[src/rtl/mux_key_with_default.sv]
`default_nettype none
// +--------------------------------------------------------------------------+
// | Module      : mux_key_with_default                                       |
// | Description : Key-to-value lookup multiplexer over NR_KEY packed         |
// |               {key, data} pairs, with a caller-supplied default on miss, |
// |               a zero-latency result and a one-cycle registered copy.     |
// | Option      : MUX_KEY_PRIORITY_EN - when defined, the lowest-index match |
// |               wins; otherwise the data of all matches is OR-ed.          |
// | Revision    : 1.0 - initial release                                      |
// +--------------------------------------------------------------------------+
module mux_key_with_default #(
  parameter int NR_KEY   = 2,
  parameter int KEY_LEN  = 1,
  parameter int DATA_LEN = 1
) (
  input  logic                                   clk,
  input  logic                                   rst,
  input  logic [KEY_LEN-1:0]                     key,
  input  logic [DATA_LEN-1:0]                    default_out,
  input  logic [NR_KEY*(KEY_LEN+DATA_LEN)-1:0]   lut,
  output logic [DATA_LEN-1:0]                    out,
  output logic                                   hit,
  output logic                                   multi_hit,
  output logic [DATA_LEN-1:0]                    out_q,
  output logic                                   hit_q
);

  localparam int PAIR_LEN = KEY_LEN + DATA_LEN;

  logic [KEY_LEN-1:0]  w_key  [NR_KEY];
  logic [DATA_LEN-1:0] w_data [NR_KEY];
  logic [NR_KEY-1:0]   w_match;
  logic [DATA_LEN-1:0] w_sel;
  logic                w_seen;
  logic                w_multi;

  // Entry i sits at lut[(i+1)*PAIR_LEN-1 : i*PAIR_LEN], key in the upper bits.
  for (genvar gi = 0; gi < NR_KEY; gi++) begin : g_entry
    assign w_key[gi]   = lut[gi*PAIR_LEN+DATA_LEN +: KEY_LEN];
    assign w_data[gi]  = lut[gi*PAIR_LEN +: DATA_LEN];
    assign w_match[gi] = (w_key[gi] == key);
  end

  // Select the data of matching entries and detect a second match.
  always_comb begin
    w_sel   = '0;
    w_seen  = 1'b0;
    w_multi = 1'b0;
    for (int i = 0; i < NR_KEY; i++) begin
`ifdef MUX_KEY_PRIORITY_EN
      // Walk from entry 0 upward; the first match locks the selection.
      if (w_match[i] && !w_seen) begin
        w_sel = w_data[i];
      end
`else
      // Flat AND-OR: every matching entry contributes, no priority chain.
      w_sel = w_sel | (w_data[i] & {DATA_LEN{w_match[i]}});
`endif
      if (w_match[i] && w_seen) begin
        w_multi = 1'b1;
      end
      if (w_match[i]) begin
        w_seen = 1'b1;
      end
    end
  end

  assign hit       = |w_match;
  assign multi_hit = w_multi;
  assign out       = hit ? w_sel : default_out;

  // Registered copy for timing-critical consumers; cleared asynchronously.
  always_ff @(posedge clk or posedge rst) begin
    if (rst) begin
      out_q <= '0;
      hit_q <= 1'b0;
    end else begin
      out_q <= out;
      hit_q <= hit;
    end
  end

endmodule
`default_nettype wire

[config.mk]
export PLATFORM = sky130hd
export DESIGN_NAME = mux_key_with_default
export DESIGN_NICKNAME = d
export VERILOG_FILES = /design/src/rtl/mux_key_with_default.sv
export SDC_FILE = /design/constraint.sdc
export NUM_CORES = 1
export LEC_CHECK = 0
export CAP_MARGIN = 20
export CORE_AREA = 2 2 39 41
export DETAILED_ROUTE_END_ITERATION = 16
export DIE_AREA = 0 0 41 43
export GPL_ROUTABILITY_DRIVEN = 0
export SYNTH_ARGS = -nofsm -noshare
export SYNTH_HDL_FRONTEND = slang
export SYNTH_SLANG_ARGS = --single-unit
[constraint.sdc]
create_clock -name clk -period 1.3 [get_ports clk]
set_clock_uncertainty 0.2 [all_clocks]
set_input_delay 0.26 -clock clk [delete_from_list [all_inputs] [get_ports clk]]
set_output_delay 0.26 -clock clk [all_outputs]
set_load 0.01 [all_outputs]
==> impl_metrics.sql, run 1 <==
INSERT INTO impl_metrics (metric_group, metric, value, unit) VALUES
('timing', 'layout_setup_ws', '-0.246', 'ns'),
('power', 'pleak', '0.204', 'nW'),
('route', 'dr_wl_met3', '32', 'microns'),
('worst_setup_path', 'critical_path.startpoint_type', 'input port', ''),
('run_status', 'violations', 'setup timing', ''),
('logic_synthesis', 'synth_seq_area_share', '0.339', ''),
('clock_tree', 'clock-root-buffer', 'clkbuf_4', ''),
('timing', 'fin_hold_ws', '0.240', 'ns'),
('timing', 'setup_violations', '3', ''),
('run_status', 'outcome', 'finished with violations', ''),
('route', 'detail_route.wl_per_cell', '7.58', 'microns'),
('floorplanning', 'dieHeight', '43', 'microns'),
('floorplanning', 'floorplan.rows', '14', ''),
('logic_synthesis', 'count_of_state_elements_after_synthesis', '2', ''),
('finish', 'n_fill_cell', '156', ''),
('logic_synthesis', 'synth.distinct_cells', '15', ''),
('place', 'port-buffer-count', '12', ''),
('logic_synthesis', 'syn_inst', '18', ''),
('grt', 'global_route.usage.total', '0.0652', ''),
('worst_setup_path', 'timing.critical_path.slowest_stage_cell', 'a221o_1', ''),
('route', 'dr.first_iter.drc_count', '0', ''),
('worst_setup_path', 'worstPathArrival', '1.09', 'ns'),
('flow_run', 'timing.max_cap.violations', '0', ''),
('route', 'vias', '217', ''),
('timing', 'slew_viol_final', '0', ''),
('grt', 'gr-total-overflow', '0', ''),
('clock_tree', 'cts.sink_count', '2', ''),
('grt', 'grt_start_max_net_pins', '7', ''),
('floorplanning', 'initial_core_util', '0.107', ''),
('worst_setup_path', 'timing.critical_path.to_type', 'output port', ''),
('worst_setup_path', 'timing.critical_path.required', '0.84', 'ns'),
('timing', 'timing.final.hold_violations', '0', ''),
('finish', 'area_growth_syn_to_layout', '179', '%'),
('grt', 'number_of_antenna_violations_at_the_first_check_in_global_routing', '0', ''),
('finish', 'final-instance-count-excl-fill', '59', ''),
('grt', 'grt_first_pass_wirelength', '662', 'microns'),
('clock_tree', 'level_count_of_the_clock_h_tree', '1', ''),
('place', 'placedInstanceArea', '335', 'sq um'),
('place', 'dpl_worst_slack', '-1.07', 'ns'),
('logic_synthesis', 'yosysWarningCount', '0', ''),
('logic_synthesis', 'post_synth.cell_area_avg', '8.20', 'sq um'),
('route', 'top_layer_used', 'met3', ''),
('worst_setup_path', 'crit_path_max_fanout', '6', ''),
('timing', 'post_route_clock_period_utilization', '1.19', ''),
('timing', 'maxClockFrequency', '647', 'MHz'),
('worst_setup_path', 'path_cells', 'buf_8, and4bb_1, a221o_1, a21o_1, buf_2', ''),
('power', 'vdd_ir_drop_max', '241', 'uV'),
('finish', 'antenna_cells', '0', ''),
('clock_tree', 'cts_inserted_buffers', '3', ''),
('finish', 'final_cell_area', '412', 'sq um'),
('floorplanning', 'floorplan.die_area', '1760', 'sq um'),
('min_path', 'min-delay-path-class', 'in -> reg', ''),
('logic_synthesis', 'netlist_area', '148', 'sq um'),
('route', 'drc_errors', '0', ''),
('timing', 'fin_crit', '1.55', 'ns'),
('logic_synthesis', 'synth_fp_nets', '26', ''),
('floorplanning', 'core_area', '1380', 'sq um'),
('place', 'post-dp-hpwl', '301', 'microns'),
('finish', 'regArea', '50.0', 'sq um'),
('route', 'dr_wl_met2', '264', 'microns'),
('clock_tree', 'clk_path_buf_depth', '2', ''),
('clock_tree', 'cts.clk_slew.worst_paths', '0.03', 'ns'),
('timing', 'timing.slew.headroom', '0.894', ''),
('power', 'post-layout-total-power', '0.322', 'mW'),
('timing', 'tightest_slew', '0.158', 'ns'),
('timing', 'unrepaired_setup_endpoints_after_global_routing', 'true', ''),
('route', 'routedLengthMet1', '150', 'microns'),
('worst_setup_path', 'worst-setup-path-type', 'in -> out', ''),
('finish', 'multi_input_area', '105', 'sq um'),
('floorplanning', 'die_w', '41', 'microns'),
('grt', 'first_global_vias', '200', ''),
('route', 'detailed_routing_iteration_count_for_the_pre_antenna_repair_pass', '1', ''),
('finish', 'post_route_cells_drive_above_1_share', '0.535', ''),
('floorplanning', 'floorplan.io_pins', '13', ''),
('timing', 'tns', '-0.479', 'ns'),
('finish', 'final_core_util', '0.297', ''),
('route', 'detail-route-antenna-nets', '0', ''),
('route', 'vias_per_cell', '3.68', ''),
('worst_setup_path', 'timing.critical_path.slowest_cell_delay', '0.25', 'ns'),
('place', 'dp_cells', '52', ''),
('finish', 'fin_nets', '53', ''),
('route', 'routed_wl', '447', 'microns'),
('power', 'pwr_density_cell', '783', 'nW/um^2'),
('clock_tree', 'cts_tree', 'done', '');
-- cell usage after synthesis (all sizes together) --
cell / number / share of area
o21ai: 1 / 0.034
xnor2: 1 / 0.059
inv: 1 / 0.025
dfrtp: 2 / 0.34
or3: 1 / 0.042
nand3: 1 / 0.034
nor3b: 1 / 0.051
nor2: 1 / 0.025
a21o: 1 / 0.051
a21oi: 1 / 0.034
and4bb: 1 / 0.085
buf: 1 / 0.034
nand2: 3 / 0.076
nor2b: 1 / 0.042
a221o: 1 / 0.068
-- final timing paths --
| check | from | end | slack (ns) | cells past startpoint |
|---|---|---|---|---|
| min in group asynchronous | rst | out_q | 0.55 | 3 |
| max in group asynchronous | rst | hit_q | 0.24 | 3 |
| worst max-delay path | key | out | -0.25 | 5 |
| worst min-delay path | lut[1] | out_q | 0.24 | 4 |
-- metal layers --
layer,up-vias,GRT usage
met2,8,0.0844
met4,0,0.120
met3,0,0.0157
met5,-,0
li1,114,-
met1,95,0.0545
-- final cells by class --
class	instances	area share
Clock buffer	3	0.0547
Inverter	1	0.00912
Multi-Input combinational cell	14	0.255
Sequential cell	2	0.122
Tap cell	16	0.0486
Timing Repair Buffer	23	0.511
-- cells in the final DEF, fill, tap and decap left out --
cell / synthesis / final
buf_8: 0 / 3
nor2b_1: 1 / 1
buf_6: 0 / 2
nor2_1: 1 / 1
and4bb_1: 1 / 1
a21o_1: 1 / 1
xnor2_2: 0 / 1
buf_2: 1 / 3
a21oi_2: 0 / 1
a221o_1: 1 / 1
buf_4: 0 / 9
inv_1: 1 / 1
nand3_1: 1 / 1
dlygate4sd3_1: 0 / 1
o21ai_1: 0 / 1
nor3b_2: 0 / 1
clkdlybuf4s50_1: 0 / 1
nand2_1: 3 / 3
clkdlybuf4s15_1: 0 / 4
or3_1: 1 / 1
dfrtp_1: 2 / 2
clkbuf_4: 0 / 3
-- report_power, final --
part | leakage [nW] | switching, mW | internal [mW] | total (mW)
Sequential | 0.0219 | 0.00117 | 0.0685 | 0.0697
Clock | 0.0138 | 0.0353 | 0.102 | 0.137
Combinational | 0.168 | 0.0396 | 0.0759 | 0.116
Total | 0.204 | 0.0761 | 0.246 | 0.322
-- critical path, delay by kind of cell --
kind,cells,cell delay (ns)
AO/OA/AOI/OAI,2,0.41
buffers and inverters,2,0.24
AND/OR/NAND/NOR,1,0.17
-- logic make-up after synthesis --
group | share of synthesized area
AO/OA/AOI/OAI | 0.186
XOR/XNOR | 0.0593
buffers and inverters | 0.0593
flip-flops | 0.339
AND/OR/NAND/NOR | 0.356
-- state kept, by name (all words and copies together) (netlist names) --
register and cells:
hit_q 1, out_q 1
-- what timing repair did --
action / 4_1_cts / 5_1_grt
buffers inserted: 4 / 0
pin swaps: 6 / 4
hold endpoints to repair: 2 / 0
hold buffers: 1 / 0
endpoints found under the setup margin: 7 / 5
resized for setup: 43 / 7
(Power assumes the default switching activity.)
==> inputs of run 2 (changes only) <==
--- a/config.mk
+++ b/config.mk
@@ -10,6 +10,7 @@
 export DETAILED_ROUTE_END_ITERATION = 16
 export DIE_AREA = 0 0 41 43
 export GPL_ROUTABILITY_DRIVEN = 0
+export SKIP_CTS_REPAIR_TIMING = 1
 export SYNTH_ARGS = -nofsm -noshare
 export SYNTH_HDL_FRONTEND = slang
 export SYNTH_SLANG_ARGS = --single-unit
==> run 2 against run 1 <==
  * The run still ends with setup timing left
  * Flip-flop and latch count unchanged
  * Hold slack improved by 0.033 ns
  * Die area unchanged
  * Setup slack got worse by 0.025 ns
  * Critical path depth unchanged
  * Sequential share of layout area increased by 0.34 points
  * Global-route usage decreased by 0.41 points
  * First-iteration DRC count unchanged
==> impl_metrics.sql, run 2 (same netlist as run 1, synthesis figures left out) <==
INSERT INTO impl_metrics (metric_group, metric, value, unit) VALUES
('clock_tree', 'clk_path_buf_depth', '2', ''),
('clock_tree', 'cts.sink_count', '2', ''),
('worst_setup_path', 'setup.worst_path.start', 'key', ''),
('timing', 'fin_crit', '1.57', 'ns'),
('timing', 'fin_hold_ws', '0.272', 'ns'),
('finish', 'area_growth_syn_to_layout', '171', '%'),
('power', 'pleak', '0.224', 'nW'),
('route', 'routed_wl', '437', 'microns'),
('timing', 'post_route_clock_period_utilization', '1.21', ''),
('place', 'placedInstanceArea', '335', 'sq um'),
('clock_tree', 'clock-root-buffer', 'clkbuf_4', ''),
('place', 'dpl_worst_slack', '-1.07', 'ns'),
('place', 'port-buffer-count', '12', ''),
('timing', 'setup_violations', '3', ''),
('clock_tree', 'level_count_of_the_clock_h_tree', '1', ''),
('worst_setup_path', 'worst-setup-path-type', 'in -> out', ''),
('run_status', 'outcome', 'finished with violations', ''),
('timing', 'layout_setup_ws', '-0.271', 'ns'),
('worst_setup_path', 'timing.critical_path.to_type', 'output port', ''),
('finish', 'final_cell_area', '400', 'sq um'),
('route', 'vias_per_cell', '3.52', ''),
('worst_setup_path', 'cp.depth', '5', ''),
('worst_setup_path', 'critical_path_capture_point', 'out', ''),
('grt', 'global_route.usage.total', '0.0611', ''),
('place', 'dp_cells', '52', ''),
('worst_setup_path', 'timing.critical_path.slowest_stage_cell', 'a221o_1', ''),
('worst_setup_path', 'path_cells', 'buf_8, xnor2_2, a221o_1, a21o_1, buf_2', ''),
('worst_setup_path', 'crit_path_max_fanout', '6', ''),
('finish', 'biggestRegsByFlops', 'hit_q (1), out_q (1)', ''),
('worst_setup_path', 'critical_path.startpoint_type', 'input port', ''),
('timing', 'timing.slew.headroom', '0.893', ''),
('floorplanning', 'floorplan.io_pins', '13', ''),
('floorplanning', 'initial_core_util', '0.107', ''),
('grt', 'number_of_antenna_violations_at_the_first_check_in_global_routing', '0', ''),
('clock_tree', 'cts.clk_slew.worst_paths', '0.03', 'ns'),
('worst_setup_path', 'critical_path_buf_inv_count', '2', ''),
('worst_setup_path', 'timing.critical_path.required', '0.84', 'ns'),
('floorplanning', 'dieHeight', '43', 'microns'),
('floorplanning', 'floorplan.die_area', '1760', 'sq um'),
('route', 'detail_route.wl_per_cell', '7.53', 'microns'),
('timing', 'slew_viol_final', '0', ''),
('clock_tree', 'cts_tree', 'done', ''),
('timing', 'timing.final.hold_violations', '0', ''),
('finish', 'post_route_cells_drive_above_1_share', '0.524', ''),
('clock_tree', 'cts_inserted_buffers', '3', ''),
('place', 'post-dp-hpwl', '301', 'microns'),
('grt', 'grt_start_max_net_pins', '7', ''),
('worst_setup_path', 'worstPathArrival', '1.11', 'ns'),
('grt', 'gr-total-overflow', '0', ''),
('power', 'vdd_ir_drop_max', '258', 'uV'),
('min_path', 'min-delay-path-class', 'in -> reg', ''),
('timing', 'unrepaired_setup_endpoints_after_global_routing', 'true', ''),
('finish', 'fin_nets', '52', ''),
('grt', 'first_global_vias', '183', ''),
('floorplanning', 'floorplan.rows', '14', ''),
('worst_setup_path', 'critical-path-top-delay-family', 'compound AO/OA/AOI/OAI gates', ''),
('grt', 'grt_first_pass_wirelength', '614', 'microns'),
('finish', 'most-common-layout-cells', 'buf_4, dlymetal6s2s_1, nand2_1, clkbuf_4, buf_2', ''),
('finish', 'final_common_cell', 'buf_4', ''),
('route', 'drc_errors', '0', ''),
('route', 'detail-route-antenna-nets', '0', ''),
('run_status', 'violations', 'setup timing', ''),
('finish', 'final-instance-count-excl-fill', '58', ''),
('route', 'detailed_routing_iteration_count_for_the_pre_antenna_repair_pass', '1', ''),
('floorplanning', 'core_area', '1380', 'sq um'),
('route', 'dr.first_iter.drc_count', '0', ''),
('floorplanning', 'die_w', '41', 'microns'),
('finish', 'antenna_cells', '0', ''),
('timing', 'maxClockFrequency', '637', 'MHz'),
('timing', 'tightest_slew', '0.159', 'ns'),
('flow_run', 'timing.max_cap.violations', '0', ''),
('route', 'vias', '204', ''),
('worst_setup_path', 'timing.critical_path.slowest_cell_delay', '0.33', 'ns'),
('power', 'post-layout-total-power', '0.316', 'mW'),
('power', 'pwr_density_cell', '788', 'nW/um^2');
[run 2: cell count changes in the layout (fill, tap and decap cells not counted), sizes merged]
cell,previous run,this run
clkbuf,3,4
clkdlybuf4s15,4,0
dlymetal6s2s,0,4
buf,17,15
[run 2: routing by layer]
layer	share of wire	wire (microns)	vias up	track usage
met3	0.082	36	0	0.0157
li1	-	-	111	-
met1	0.38	164	85	0.0511
met2	0.54	236	8	0.0750
met4	0	0	0	0.120
met5	0	0	-	0
[run 2: worst min path at each step]
stage	to	depth (start not counted)	start
finish	out_q	4	lut[1]
global route	out_q	4	lut[1]
CTS	out_q	2	rst
detailed placement	out_q	2	rst
global placement	out_q	2	rst
floorplan	hit_q	1	rst
[run 2: power breakdown]
part           switching, mW  internal (mW)
clock                 0.0352          0.102
combinational         0.0388         0.0705
sequential          0.000892         0.0685
[run 2: area by class of cell]
type	instances	area [sq um]
sequential	2	50.0
inverter	1	3.75
clock buffer	3	22.5
fill	151	983
timing repair buffer	22	199
tap	16	20.0
multi-input combinational	14	105
[run 2: through the flow]
stage / TNS (ns) / utilization
finish: -0.528 / 0.289
global route: -0.609 / 0.289
CTS: -3.96 / 0.259
detailed placement: -3.97 / 0.242
global placement: -4.00 / 0.242
floorplan: -0.144 / -
